==> src/rtl/id_exe_stage_pkg.sv <==
// rtl/id_exe_stage_pkg.sv - shared CPU encodings for the decode/execute boundary
package id_exe_stage_pkg;

    localparam logic [3:0] ALU_AND = 4'b0000;
    localparam logic [3:0] ALU_OR  = 4'b0001;
    localparam logic [3:0] ALU_ADD = 4'b0010;
    localparam logic [3:0] ALU_SUB = 4'b0110;
    localparam logic [3:0] ALU_XOR = 4'b1100;

    // 2'b11 is reserved and behaves as FWD_REG
    localparam logic [1:0] FWD_REG = 2'b00;
    localparam logic [1:0] FWD_EXE = 2'b01;
    localparam logic [1:0] FWD_MEM = 2'b10;

    localparam logic [4:0] REG_ZERO = 5'd0;

endpackage

==> src/rtl/id_exe_stage_operand_fwd_mux.sv <==
// rtl/id_exe_stage_operand_fwd_mux.sv - forwarded operand select with register-0 override
module operand_fwd_mux
    import id_exe_stage_pkg::*;
#(
    parameter int DATA_W = 32
) (
    input  logic [1:0]        sel_i,
    input  logic [4:0]        reg_idx_i,
    input  logic [DATA_W-1:0] reg_val_i,
    input  logic [DATA_W-1:0] ealu_i,
    input  logic [DATA_W-1:0] malu_i,
    input  logic [DATA_W-1:0] mdo_i,
    input  logic              mm2reg_i,
    output logic [DATA_W-1:0] operand_o
);

    // r0 is hardwired, so nothing forwarded to it may be observed
    always_comb begin
        operand_o = reg_val_i;
        if (reg_idx_i != REG_ZERO) begin
            case (sel_i)
                FWD_EXE: operand_o = ealu_i;
                FWD_MEM: operand_o = mm2reg_i ? mdo_i : malu_i;
                default: operand_o = reg_val_i;
            endcase
        end
    end

endmodule

==> src/rtl/id_exe_stage.sv <==
// rtl/id_exe_stage.sv - ID/EXE pipeline register with operand forwarding and load-use stall
module id_exe_stage
    import id_exe_stage_pkg::*;
#(
    parameter int DATA_W      = 32,
    parameter int STALL_CNT_W = 16
) (
    input  logic                   clk,
    input  logic                   reset,
    input  logic                   wreg,
    input  logic                   m2reg,
    input  logic                   wmem,
    input  logic                   aluimm,
    input  logic                   regrt,
    input  logic [3:0]             aluc,
    input  logic [1:0]             fwda,
    input  logic [1:0]             fwdb,
    input  logic [4:0]             rs,
    input  logic [4:0]             rt,
    input  logic [4:0]             rd,
    input  logic [15:0]            imm,
    input  logic [DATA_W-1:0]      qa,
    input  logic [DATA_W-1:0]      qb,
    input  logic [DATA_W-1:0]      ealu,
    input  logic [DATA_W-1:0]      malu,
    input  logic [DATA_W-1:0]      mdo,
    input  logic                   mm2reg,
    output logic                   stall,
    output logic                   ewreg,
    output logic                   em2reg,
    output logic                   ewmem,
    output logic                   ealuimm,
    output logic [3:0]             ealuc,
    output logic [4:0]             edestReg,
    output logic [DATA_W-1:0]      eqa,
    output logic [DATA_W-1:0]      eqb,
    output logic [DATA_W-1:0]      eimm,
    output logic [STALL_CNT_W-1:0] stall_count
);

    logic                   ewreg_q, ewreg_d;
    logic                   em2reg_q, em2reg_d;
    logic                   ewmem_q, ewmem_d;
    logic                   ealuimm_q, ealuimm_d;
    logic [3:0]             ealuc_q, ealuc_d;
    logic [4:0]             edest_q, edest_d;
    logic [DATA_W-1:0]      eqa_q, eqa_d;
    logic [DATA_W-1:0]      eqb_q, eqb_d;
    logic [DATA_W-1:0]      eimm_q, eimm_d;
    logic [STALL_CNT_W-1:0] stall_cnt_q, stall_cnt_d;

    logic [DATA_W-1:0] opa, opb;
    logic [4:0]        dest;
    logic              rt_read;

    operand_fwd_mux #(.DATA_W(DATA_W)) u_fwd_a (
        .sel_i     (fwda),
        .reg_idx_i (rs),
        .reg_val_i (qa),
        .ealu_i    (ealu),
        .malu_i    (malu),
        .mdo_i     (mdo),
        .mm2reg_i  (mm2reg),
        .operand_o (opa)
    );

    operand_fwd_mux #(.DATA_W(DATA_W)) u_fwd_b (
        .sel_i     (fwdb),
        .reg_idx_i (rt),
        .reg_val_i (qb),
        .ealu_i    (ealu),
        .malu_i    (malu),
        .mdo_i     (mdo),
        .mm2reg_i  (mm2reg),
        .operand_o (opb)
    );

    assign dest = regrt ? rt : rd;

    // rt is a source for R-type ops and for stores (store data)
    assign rt_read = ~regrt | wmem;

    // A bubble clears ewreg_q, so a re-presented instruction cannot stall twice
    assign stall = em2reg_q & ewreg_q & (edest_q != REG_ZERO) &
                   ((rs == edest_q) | (rt_read & (rt == edest_q)));

    always_comb begin
        ewreg_d     = 1'b0;
        em2reg_d    = 1'b0;
        ewmem_d     = 1'b0;
        ealuimm_d   = 1'b0;
        ealuc_d     = 4'd0;
        edest_d     = REG_ZERO;
        eqa_d       = '0;
        eqb_d       = '0;
        eimm_d      = '0;
        stall_cnt_d = stall_cnt_q;
        if (stall) begin
            if (stall_cnt_q != {STALL_CNT_W{1'b1}}) begin
                stall_cnt_d = stall_cnt_q + STALL_CNT_W'(1);
            end
        end else begin
            ewreg_d   = wreg;
            em2reg_d  = m2reg;
            ewmem_d   = wmem;
            ealuimm_d = aluimm;
            ealuc_d   = aluc;
            edest_d   = dest;
            eqa_d     = opa;
            eqb_d     = opb;
            eimm_d    = {{(DATA_W-16){imm[15]}}, imm};
        end
    end

    always_ff @(posedge clk) begin
        if (reset) begin
            ewreg_q     <= 1'b0;
            em2reg_q    <= 1'b0;
            ewmem_q     <= 1'b0;
            ealuimm_q   <= 1'b0;
            ealuc_q     <= 4'd0;
            edest_q     <= REG_ZERO;
            eqa_q       <= '0;
            eqb_q       <= '0;
            eimm_q      <= '0;
            stall_cnt_q <= '0;
        end else begin
            ewreg_q     <= ewreg_d;
            em2reg_q    <= em2reg_d;
            ewmem_q     <= ewmem_d;
            ealuimm_q   <= ealuimm_d;
            ealuc_q     <= ealuc_d;
            edest_q     <= edest_d;
            eqa_q       <= eqa_d;
            eqb_q       <= eqb_d;
            eimm_q      <= eimm_d;
            stall_cnt_q <= stall_cnt_d;
        end
    end

    assign ewreg       = ewreg_q;
    assign em2reg      = em2reg_q;
    assign ewmem       = ewmem_q;
    assign ealuimm     = ealuimm_q;
    assign ealuc       = ealuc_q;
    assign edestReg    = edest_q;
    assign eqa         = eqa_q;
    assign eqb         = eqb_q;
    assign eimm        = eimm_q;
    assign stall_count = stall_cnt_q;

endmodule

==> config.mk <==
export PLATFORM = sky130hd
export DESIGN_NAME = id_exe_stage
export DESIGN_NICKNAME = d
export VERILOG_FILES = /design/src/rtl/id_exe_stage_pkg.sv /design/src/rtl/id_exe_stage_operand_fwd_mux.sv /design/src/rtl/id_exe_stage.sv
export SDC_FILE = /design/constraint.sdc
export NUM_CORES = 1
export LEC_CHECK = 0
export BUFFER_PORTS_ARGS = -buffer_cell sky130_fd_sc_hd__buf_2
export CAP_MARGIN = 20
export CORE_AREA = 2 2 130 132
export CTS_CLUSTER_SIZE = 25
export DETAILED_ROUTE_END_ITERATION = 10
export DIE_AREA = 0 0 132 134
export PLACE_DENSITY_LB_ADDON = 0.25
export SLEW_MARGIN = 20
export SYNTH_ARGS = -nofsm -noshare
export SYNTH_HDL_FRONTEND = slang
export SYNTH_SLANG_ARGS = --single-unit
export TNS_END_PERCENT = 20
==> constraint.sdc <==
create_clock -name clk -period 2.6 [get_ports clk]
set_input_delay 0.52 -clock clk [delete_from_list [all_inputs] [get_ports clk]]
set_output_delay 0.52 -clock clk [all_outputs]
set_load 0.02 [all_outputs]
==> summary.md, run 1 <==
| Metric | Value |
|---|---|
| Cell area power density | `583 nW/um^2` |
| Slowest CP cell | `or4_1` |
| WP data required | `2.08 ns` |
| Clk pin slew, worst setup/hold paths | `0.07 ns` |
| Crit path kind | `flip-flop to output port` |
| R2R Path Start | `edestReg[3]$_SDFF_PP0_` |
| Area contributors post-synth | `dfxtp_1, a22oi_1, a211oi_1` |
| Clock skew | `0.00719 ns` |
| CP peak stage delay | `0.60 ns` |
| Final core utilization | `0.443` |
| DRC errors left | `0` |
| P_int | `0.00297 W` |
| DIE HEIGHT | `134 um` |
| Cts bufs inserted | `9` |
| Commonest non-fill, non-tap cell in the layout | `buf_2` |
| Clk_lat worst skew | `0.34 ns` |
| CTS-repair resized insts | `0` |
| TritonRoute pass-1 iters | `4` |
| Number of synthesized register bits | `109` |
| Placed inst area | `6900 sq um` |
| Pwr Total | `0.00421 W` |
| Reg power frac | `0.435` |
| Setup-failing EPs final | `0` |
| Hold_sp | `aluimm` |
| Final Wtd Congestion | `0.850` |
| Switching portion of total power | `0.293` |
| Synth Warn # | `0` |
| Combinational power share | `0.224` |
| TNS Setup | `0 ns` |
| Rel. slew slack | `0.658` |
| Worst Hold Class | `input pin to flip-flop` |
| Place WS | `0.283 ns` |
| Largest net degree at the start of global routing | `48` |
| Area Growth Syn to Fin | `41.0%` |
| Max frequency | `424 MHz` |
| Crit start category | `flip-flop` |
| Syn avg cell area | `9.06 sq um` |
| Clk sink count | `109` |
| Worst reg2reg path depth | `6` |
| Max cap viols | `0` |
| Fin. Hold Viols | `0` |
| HPWL Detailed | `13,400 um` |
| Via density | `4.82` |
| Gate Count Post-Synth | `565` |
| Hold Buf Count CTS | `0` |
| Share of layout cells above drive strength 1 | `0.474` |
| Port Buffer Count | `332` |
| Fin crit share | `0.907` |
| Crit end category | `output port` |
| Die width | `132 um` |
| Clk network pwr share | `0.341` |
| Leakage | `3.49 nW` |
| Worst path cell trace | `or4_1, o211ai_2, nor2_1, buf_2` |
| WP data arrival | `1.84 ns` |
| Top-area cell type share of the netlist area | `0.426` |
| Syn_nets | `777` |
| Wirelength, routed | `17,500 um` |
| Max VDD drop | `0.292 mV` |
| Crit-path max FO | `4` |
| Fin nets | `1,075` |
| Filler cell count | `1,699` |
| Grt total ovfl | `0` |
| Worst Tran Pin Value | `0.510 ns` |
| Clk root buf | `clkbuf_16` |
| Net Switching | `0.00123 W` |
| Multi-input gate area | `2520 sq um` |
| Largest area contributor in the netlist | `dfxtp_1` |
| R2R Setup Slk | `0.57 ns` |
| Setup ws final | `0.242 ns` |
| Iteration-0 DRC Markers | `141` |
| DRT antenna net count | `0` |
| Clock Tree Buf Depth | `2` |
| Core area | `16,300 sq um` |
| Via count | `5,264` |
| Worst flop-to-flop path endpoint | `stall_count[8]$_SDFFE_PP0P_` |
| H-tree Lvls | `3` |
| Status | `complete, no violations` |
| Vias in the first global route | `5,095` |
| Final instance area | `7220 sq um` |
| Mapped Area | `5120 sq um` |
| Postcts setup bufs | `0` |
| Die area | `17,700 sq um` |
| CP Launch Point | `edestReg[1]$_SDFF_PP0_` |
| Overall routing resource usage | `0.194` |
| Commonest cells after routing, fill and taps aside | `buf_2, dfxtp_1, nor2_1` |
| Shortest period the worst path allows | `2.36 ns` |
| Seq/Total Area, Yosys | `0.426` |
| Unrepaired setup endpoints after global routing | `no` |
| Register area | `2180 sq um` |
| Max-slew violations | `0` |
| Critical Path End | `stall` |
| Initial antenna violation count | `4` |
| Site row count | `47` |
| Netlist cell types | `40` |
| CTS tree | `done` |
| I/O pin count | `333` |
| WL/cell | `16.0 um` |
| Starting density of the core | `0.314` |
| Global-route wire length before repair | `26,900 um` |
==> cell type report <==
type                       instances  area share
clock inverter                     5     0.00797
timing repair buffer             347       0.251
antenna                            4     0.00139
multi-input combinational        366       0.349
clock buffer                      11      0.0350
tap                              220      0.0381
sequential                       109       0.302
inverter                          30      0.0156
==> how the worst min path moves through the flow <==
stage,endpoint,slack [ns],cells past startpoint
floorplan,stall_count[4]$_SDFFE_PP0P_,0.57,2
global placement,stall_count[4]$_SDFFE_PP0P_,0.49,2
detailed placement,stall_count[4]$_SDFFE_PP0P_,0.50,2
CTS,eimm[0]$_SDFF_PP0_,0.36,3
global route,eimm[3]$_SDFF_PP0_,0.37,3
finish,ealuimm$_SDFF_PP0_,0.38,3
==> per-stage QoR <==
step	std cells	hold WS (ns)
2_1_floorplan	565	0.571
3_3_place_gp	1072	0.493
3_5_place_dp	1072	0.499
4_1_cts	1088	0.357
5_1_grt	1090	0.367
6_report	1092	0.377
==> Yosys cell counts <==
| cell type | number |
|---|---|
| buf_2 | 4 |
| a211oi_2 | 1 |
| a21oi_1 | 11 |
| mux2_1 | 1 |
| nor3_1 | 6 |
| clkbuf_1 | 30 |
| and2_1 | 1 |
| nor4b_1 | 1 |
| o31ai_1 | 8 |
| nor2_1 | 104 |
| buf_4 | 16 |
| nand2b_1 | 2 |
| nor4_2 | 1 |
| mux2i_1 | 6 |
| nor4_1 | 4 |
| a211oi_1 | 63 |
| dfxtp_1 | 109 |
| nand2_1 | 5 |
| nor2b_1 | 6 |
| or4_1 | 9 |
| ha_1 | 5 |
| o21bai_1 | 1 |
| xor2_1 | 10 |
| a22oi_2 | 1 |
| nand3_1 | 5 |
| nand2b_2 | 1 |
| buf_6 | 7 |
| nand4_1 | 5 |
| o21ai_0 | 1 |
| and4_1 | 1 |
| o21ba_2 | 1 |
| and3_1 | 1 |
| nor2_2 | 1 |
| or3_4 | 1 |
| a22oi_1 | 64 |
| buf_1 | 3 |
| o211a_1 | 1 |
| mux2_2 | 37 |
| o211ai_2 | 1 |
| inv_1 | 30 |
==> kinds of logic (layout without fill, tap and decap cells) <==
kind of cell,count (synthesis),count (layout),share of synthesized area
AOI/OAI and AO/OA,153,153,0.222
adders and majority gates,5,5,0.0122
xor gates and xnor gates,10,10,0.0171
DFF,109,109,0.426
muxes,44,44,0.0953
and+or+nand+nor,154,154,0.138
buffers and inverters,90,393,0.0889
other,0,4,0
==> registers in the layout, indices dropped and copies added, names as in the netlist <==
name,cells
ealuc,4
ealuimm,1
edestReg,5
eimm,16
em2reg,1
eqa,32
eqb,32
ewmem,1
ewreg,1
stall_count,16
==> per-layer routing <==
metal	up-vias	global-route usage	routed length (um)	share of wire
met5	-	0	0	0
met4	0	0.0827	473	0.027
met3	27	0.0597	1360	0.078
met2	213	0.325	8340	0.48
met1	2400	0.232	7320	0.42
li1	2624	-	-	-
==> critical path: cells and delay by family, from the launching register on <==
family	cells	cell delay, ns
and+or+nand+nor	2	0.68
DFF	1	0.35
AOI/OAI and AO/OA	1	0.28
buffers and inverters	1	0.18
==> power groups by stage <==
stage	combinational (W)	sequential [W]	clock, W
3_3_place_gp	0.000950	0.00187	0
4_1_cts	0.000955	0.00183	0.00149
2_1_floorplan	0.000397	0.00203	0
3_5_place_dp	0.000953	0.00187	0
6_report	0.000944	0.00183	0.00144
5_1_grt	0.00103	0.00184	0.00155
Power figures use the tool's default switching activity.
==> inputs of run 2 (changes only) <==
SETUP_SLACK_MARGIN = 0.5   (was not set)
==> run 2 against run 1 <==
Clock skew grew 0.0016 ns. Clock power is 4% lower. Cell count increased by 0.46%. Critical path depth stayed put. Cell area up 1.7%. Register-to-register slack worse by 0.02 ns. Global-route usage decreased by 0.11 points.
==> summary.md, run 2 (synthesis gave the netlist of run 1 again) <==
| Metric | Value |
|---|---|
| Status | `complete, no violations` |
| Placed inst area | `6950 sq um (+0.73%)` |
| Clk pin slew, worst setup/hold paths | `0.07 ns (about the same)` |
| Final Wtd Congestion | `0.828 (-2.6%)` |
| DRC errors left | `0 (unchanged)` |
| Starting density of the core | `0.314 (unchanged)` |
| Initial antenna violation count | `1 (-3)` |
| DRT antenna net count | `0 (unchanged)` |
| Crit-path max FO | `2 (-2)` |
| Max cap viols | `0 (unchanged)` |
| Vias in the first global route | `5,182 (+1.7%)` |
| Leakage | `3.52 nW (+1.1%)` |
| Max VDD drop | `0.281 mV (-3.9%)` |
| Max frequency | `456 MHz (+7.5%)` |
| Wirelength, routed | `17,700 um (+1.1%)` |
| R2R Path Start | `edestReg[3]$_SDFF_PP0_` |
| R2R Setup Slk | `0.55 ns (-0.02 ns)` |
| I/O pin count | `333 (unchanged)` |
| Area Growth Syn to Fin | `43.4%` |
| Worst Tran Pin Value | `0.485 ns (-0.0250 ns)` |
| WL/cell | `16.1 um (+0.64%)` |
| TritonRoute pass-1 iters | `5 (+1)` |
| HPWL Detailed | `13,500 um (+0.45%)` |
| H-tree Lvls | `3 (unchanged)` |
| TNS Setup | `0 ns (unchanged)` |
| Final instance area | `7340 sq um (+1.7%)` |
| Crit end category | `output port` |
| Core area | `16,300 sq um (unchanged)` |
| Die area | `17,700 sq um (unchanged)` |
| Cts bufs inserted | `9 (unchanged)` |
| Via count | `5,395 (+2.5%)` |
| Hold Crit Depth | `3 (unchanged)` |
| Max-slew violations | `0 (unchanged)` |
| Hold_sp | `aluc[3]` |
| Clock Tree Buf Depth | `2 (unchanged)` |
| Crit start category | `flip-flop` |
| WP data required | `2.08 ns (about the same)` |
| WP data arrival | `1.67 ns (-0.17 ns)` |
| Fin crit share | `0.844 (-0.0633)` |
| Rel. slew slack | `0.674 (+0.0168)` |
| Global-route wire length before repair | `26,900 um (-0.33%)` |
| Commonest non-fill, non-tap cell in the layout | `buf_2` |
| Worst flop-to-flop path endpoint | `stall_count[3]$_SDFFE_PP0P_` |
| Die width | `132 um (unchanged)` |
| CTS tree | `done` |
| Via density | `4.92 (+2.0%)` |
| Fin. Hold Viols | `0 (unchanged)` |
| Iteration-0 DRC Markers | `280 (+99%)` |
| Worst reg2reg path depth | `7 (+1)` |
| Clk sink count | `109 (unchanged)` |
| Worst Hold Class | `input pin to flip-flop` |
| Fin nets | `1,084 (+0.84%)` |
| DIE HEIGHT | `134 um (unchanged)` |
| Shortest period the worst path allows | `2.19 ns (-0.165 ns)` |
| Site row count | `47 (unchanged)` |
| Clk_lat worst skew | `0.34 ns (about the same)` |
| Hold worst-path end | `ealuc[3]$_SDFF_PP0_` |
| Port Buffer Count | `332 (unchanged)` |
| Share of layout cells above drive strength 1 | `0.487 (+0.0139)` |
| Cell area power density | `569 nW/um^2 (-2.4%)` |
| Largest net degree at the start of global routing | `53 (+10%)` |
| Setup-failing EPs final | `0 (unchanged)` |
| Clock skew | `0.00875 ns (+0.00156 ns)` |
| Grt total ovfl | `0 (unchanged)` |
| Clk root buf | `clkbuf_16` |
| Overall routing resource usage | `0.193 (-0.00106)` |
| Crit path kind | `flip-flop to output port` |
| Commonest cells after routing, fill and taps aside | `buf_2, dfxtp_1, nor2_1` |
| Unrepaired setup endpoints after global routing | `yes` |
[run 2: metrics by stage]
step / setup slack (ns) / hold slack (ns) / std cells / utilization / total power [W]
after global routing: 0.373 / 0.372 / 1097 / 0.451 / 0.00440
after floorplan: 0.517 / 0.571 / 565 / - / 0.00242
final: 0.406 / 0.381 / 1097 / 0.451 / 0.00418
after detailed placement: 0.186 / 0.512 / 1076 / 0.427 / 0.00283
after CTS: 0.379 / 0.361 / 1095 / 0.448 / 0.00424
after global placement: 0.217 / 0.510 / 1076 / 0.427 / 0.00283
[run 2: what timing repair did]
action / in CTS / in global routing
hold buffers: 0 / 0
pin swaps: 5 / 5
resized for setup: 7 / 10
setup endpoints to repair: 61 / 22
buffers inserted: 4 / 1
[run 2: power breakdown]
part,total [W],switching [W],internal [W],leakage (nW)
Sequential,0.00183,0.0000398,0.00179,0.905
Clock,0.00138,0.000604,0.000772,0.139
Combinational,0.000970,0.000572,0.000398,2.48
Total,0.00418,0.00122,0.00296,3.52
[run 2: how the worst max path moves through the flow]
| stage | start | end | slack (ns) |
|---|---|---|---|
| after floorplan | rt[3] | stall | 0.52 |
| after global routing | edestReg[2]$_SDFF_PP0_ | stall | 0.37 |
| final | edestReg[2]$_SDFF_PP0_ | stall | 0.41 |
| after CTS | edestReg[2]$_SDFF_PP0_ | stall | 0.38 |
| after detailed placement | rt[3] | stall_count[8]$_SDFFE_PP0P_ | 0.19 |
| after global placement | rt[3] | stall_count[3]$_SDFFE_PP0P_ | 0.22 |
[run 2: area by class of cell]
| type | instances | area, sq um |
|---|---|---|
| fill | 1663 | 8940 |
| multi-input combinational | 366 | 2560 |
| sequential | 109 | 2190 |
| timing repair buffer | 356 | 1910 |
| tap | 220 | 275 |
| clock buffer | 12 | 246 |
| inverter | 30 | 113 |
| clock inverter | 3 | 46.3 |
| antenna | 1 | 2.50 |
[run 2: routing by layer]
layer | track usage | up-vias | routed length, um
met5 | 0 | - | 0
met3 | 0.0540 | 19 | 1610
met2 | 0.332 | 253 | 8680
met1 | 0.231 | 2483 | 7110
li1 | - | 2640 | -
met4 | 0.0713 | 0 | 281
[run 2: worst max-delay path, stage by stage (launching register included)]
cell and delay (ns):
dfxtp_4 0.35, or4_4 0.56, o211ai_4 0.22, nor2_4 0.06, buf_6 0.13
==> inputs of run 3 (changes only) <==
clock period = 2.3 ns   (was 2.6 ns; I/O delays follow)
==> run 3 against run 2 <==
Cell count up 0.91%. Sequential share of layout area shrank 0.91 points. Critical endpoint unchanged. Sequential power grew 13%. Combinational power increased by 20%. Count of clock-buffer cells in the layout shrank 3. Non-clock buffer count grew 9. Via count up 0.78%. Global-route usage hardly changed. Power rose by 17%. Wire length up 4.3%. Critical path depth unchanged. Worst setup slack got worse by 0.25 ns.
==> summary.md, run 3 (synthesis gave the netlist of run 1 again) <==
| Metric | Value |
|---|---|
| Status | `complete, no violations` |
| Clk_lat worst skew | `0.35 ns (about the same)` |
| Grt total ovfl | `0 (unchanged)` |
| Fin nets | `1,093 (+0.83%)` |
| Commonest non-fill, non-tap cell in the layout | `buf_2` |
| HPWL Detailed | `13,200 um (-2.1%)` |
| DRT antenna net count | `0 (unchanged)` |
| Die area | `17,700 sq um (unchanged)` |
| Shortest period the worst path allows | `2.14 ns` |
| Cells after DPL | `1,074 (-0.19%)` |
| Crit start category | `flip-flop` |
| Slowest CP cell | `or4_4` |
| Register area | `2210 sq um (+0.91%)` |
| Initial antenna violation count | `1 (unchanged)` |
| Overall routing resource usage | `0.193 (+0.000255)` |
| Area Growth Syn to Fin | `49.3%` |
| Max-slew violations | `0 (unchanged)` |
| Setup-failing EPs final | `0 (unchanged)` |
| Wirelength, routed | `18,400 um (+4.3%)` |
| Clk root buf | `clkbuf_16` |
| Global-route wire length before repair | `26,800 um (-0.23%)` |
| DIE HEIGHT | `134 um (unchanged)` |
| Largest net degree at the start of global routing | `65 (+23%)` |
| Setup ws final | `0.160 ns (-0.246 ns)` |
| Fin crit share | `0.930` |
| Clock skew | `0.00957 ns (+0.000823 ns)` |
| Crit path kind | `flip-flop to output port` |
| Site row count | `47 (unchanged)` |
| Leakage | `3.64 nW (+3.3%)` |
| WP data arrival | `1.68 ns (about the same)` |
| Cts bufs inserted | `9 (unchanged)` |
| Die width | `132 um (unchanged)` |
| Clock Tree Buf Depth | `2 (unchanged)` |
| Unrepaired setup endpoints after global routing | `yes` |
| Crit-path max FO | `2 (unchanged)` |
| Via density | `4.91 (-0.13%)` |
| I/O pin count | `333 (unchanged)` |
| Final core utilization | `0.469 (+0.0184)` |
| CTS tree | `done` |
| TritonRoute pass-1 iters | `4 (-1)` |
| Cell area power density | `638 nW/um^2 (+12%)` |
| Multi-input gate area | `2630 sq um (+2.5%)` |
| Via count | `5,437 (+0.78%)` |
| Crit end category | `output port` |
| Vias in the first global route | `5,096 (-1.7%)` |
| Place WS | `0.241 ns (+0.0545 ns)` |
| WL/cell | `16.7 um (+3.4%)` |
| Iteration-0 DRC Markers | `244 (-13%)` |
| Pwr Total | `0.00488 W (+17%)` |
| DRC errors left | `0 (unchanged)` |
| Port Buffer Count | `332 (unchanged)` |
| Fin. Hold Viols | `0 (unchanged)` |
| Max VDD drop | `0.326 mV (+16%)` |
| TNS Setup | `0 ns (unchanged)` |
| Share of layout cells above drive strength 1 | `0.519 (+0.0317)` |
| Hold Buf Count CTS | `0 (unchanged)` |
| H-tree Lvls | `3 (unchanged)` |
| Starting density of the core | `0.314 (unchanged)` |
| Max cap viols | `0 (unchanged)` |
| Core area | `16,300 sq um (unchanged)` |
| Clk pin slew, worst setup/hold paths | `0.08 ns (about the same)` |
| Final Wtd Congestion | `0.819 (-1.1%)` |
| Post-Layout Cell Count | `1,107 (+0.91%)` |
| Worst path cell trace | `or4_4, o211ai_4, nor2_4, buf_6` |
| Rel. slew slack | `0.677 (+0.00230)` |
| Commonest cells after routing, fill and taps aside | `buf_2, nor2_1, dfxtp_1` |
| Filler cell count | `1,681 (+1.1%)` |
| Clk sink count | `109 (unchanged)` |
| CP peak stage delay | `0.56 ns (about the same)` |
| Worst Hold Class | `input pin to flip-flop` |
| Max frequency | `467 MHz` |
| Worst Tran Pin Value | `0.480 ns (-0.00479 ns)` |
| WP data required | `1.84 ns (-0.24 ns)` |
-- run 3: cell types whose count changed in the layout (fill, tap and decap cells not counted), moves of 4 or more --
cell / previous run / this run
dfxtp_1: 104 / 96
a211oi_1: 63 / 57
a211oi_2: 1 / 7
buf_12: 4 / 9
dfxtp_2: 4 / 8
dfxtp_4: 1 / 5
-- run 3: routing by layer --
metal	share of wire	vias up	GRT usage	wire length [um]
met4	0.019	0	0.0688	347
li1	-	2661	-	-
met5	0	-	0	0
met2	0.48	246	0.330	8940
met3	0.086	20	0.0537	1590
met1	0.41	2510	0.234	7570
-- run 3: report_power, final --
part / switching [W] / internal [W]
Clock: 0.000778 / 0.000873
Combinational: 0.000670 / 0.000489
Sequential: 0.0000456 / 0.00202
-- run 3: final timing paths --
| kind | from | endpoint | slack, ns | depth (start not counted) |
|---|---|---|---|---|
| min | imm[9] | eimm[9]$_SDFF_PP0_ | 0.31 | 3 |
| min reg2reg | stall_count[4]$_SDFFE_PP0P_ | stall_count[4]$_SDFFE_PP0P_ | 0.50 | 2 |
| max reg2reg | edestReg[4]$_SDFF_PP0_ | stall_count[15]$_SDFFE_PP0P_ | 0.21 | 9 |
| max | edestReg[4]$_SDFF_PP0_ | stall | 0.16 | 4 |
-- run 3: per-stage QoR --
step	hold WS, ns	area [sq um]
after global routing	0.297	7640
final	0.309	7640
after floorplan	0.513	5200
after CTS	0.294	7440
after global placement	0.479	7030
after detailed placement	0.488	7030
-- run 3: critical path: cells and delay by family, from the launching register on --
kind            cells  cell delay [ns]
compound gates      1             0.23
buf+inv             1             0.13
flops               1             0.36
simple gates        2             0.62
-- run 3: final cells by class --
type | instances | area share
Multi-Input combinational cell | 366 | 0.344
Sequential cell | 109 | 0.289
Timing Repair Buffer | 365 | 0.275
Tap cell | 220 | 0.0360
Clock buffer | 9 | 0.0295
Inverter | 30 | 0.0147
Clock inverter | 7 | 0.0119
Antenna cell | 1 | 0.000327
-- run 3: timing repair --
item | 4_1_cts | 5_1_grt
setup endpoints to repair | 76 | 108
hold endpoints to repair | 0 | 0
setup buffers | 3 | 9
gates cloned | 1 | 3
gates resized for setup | 9 | 9
pin swaps | 4 | 6
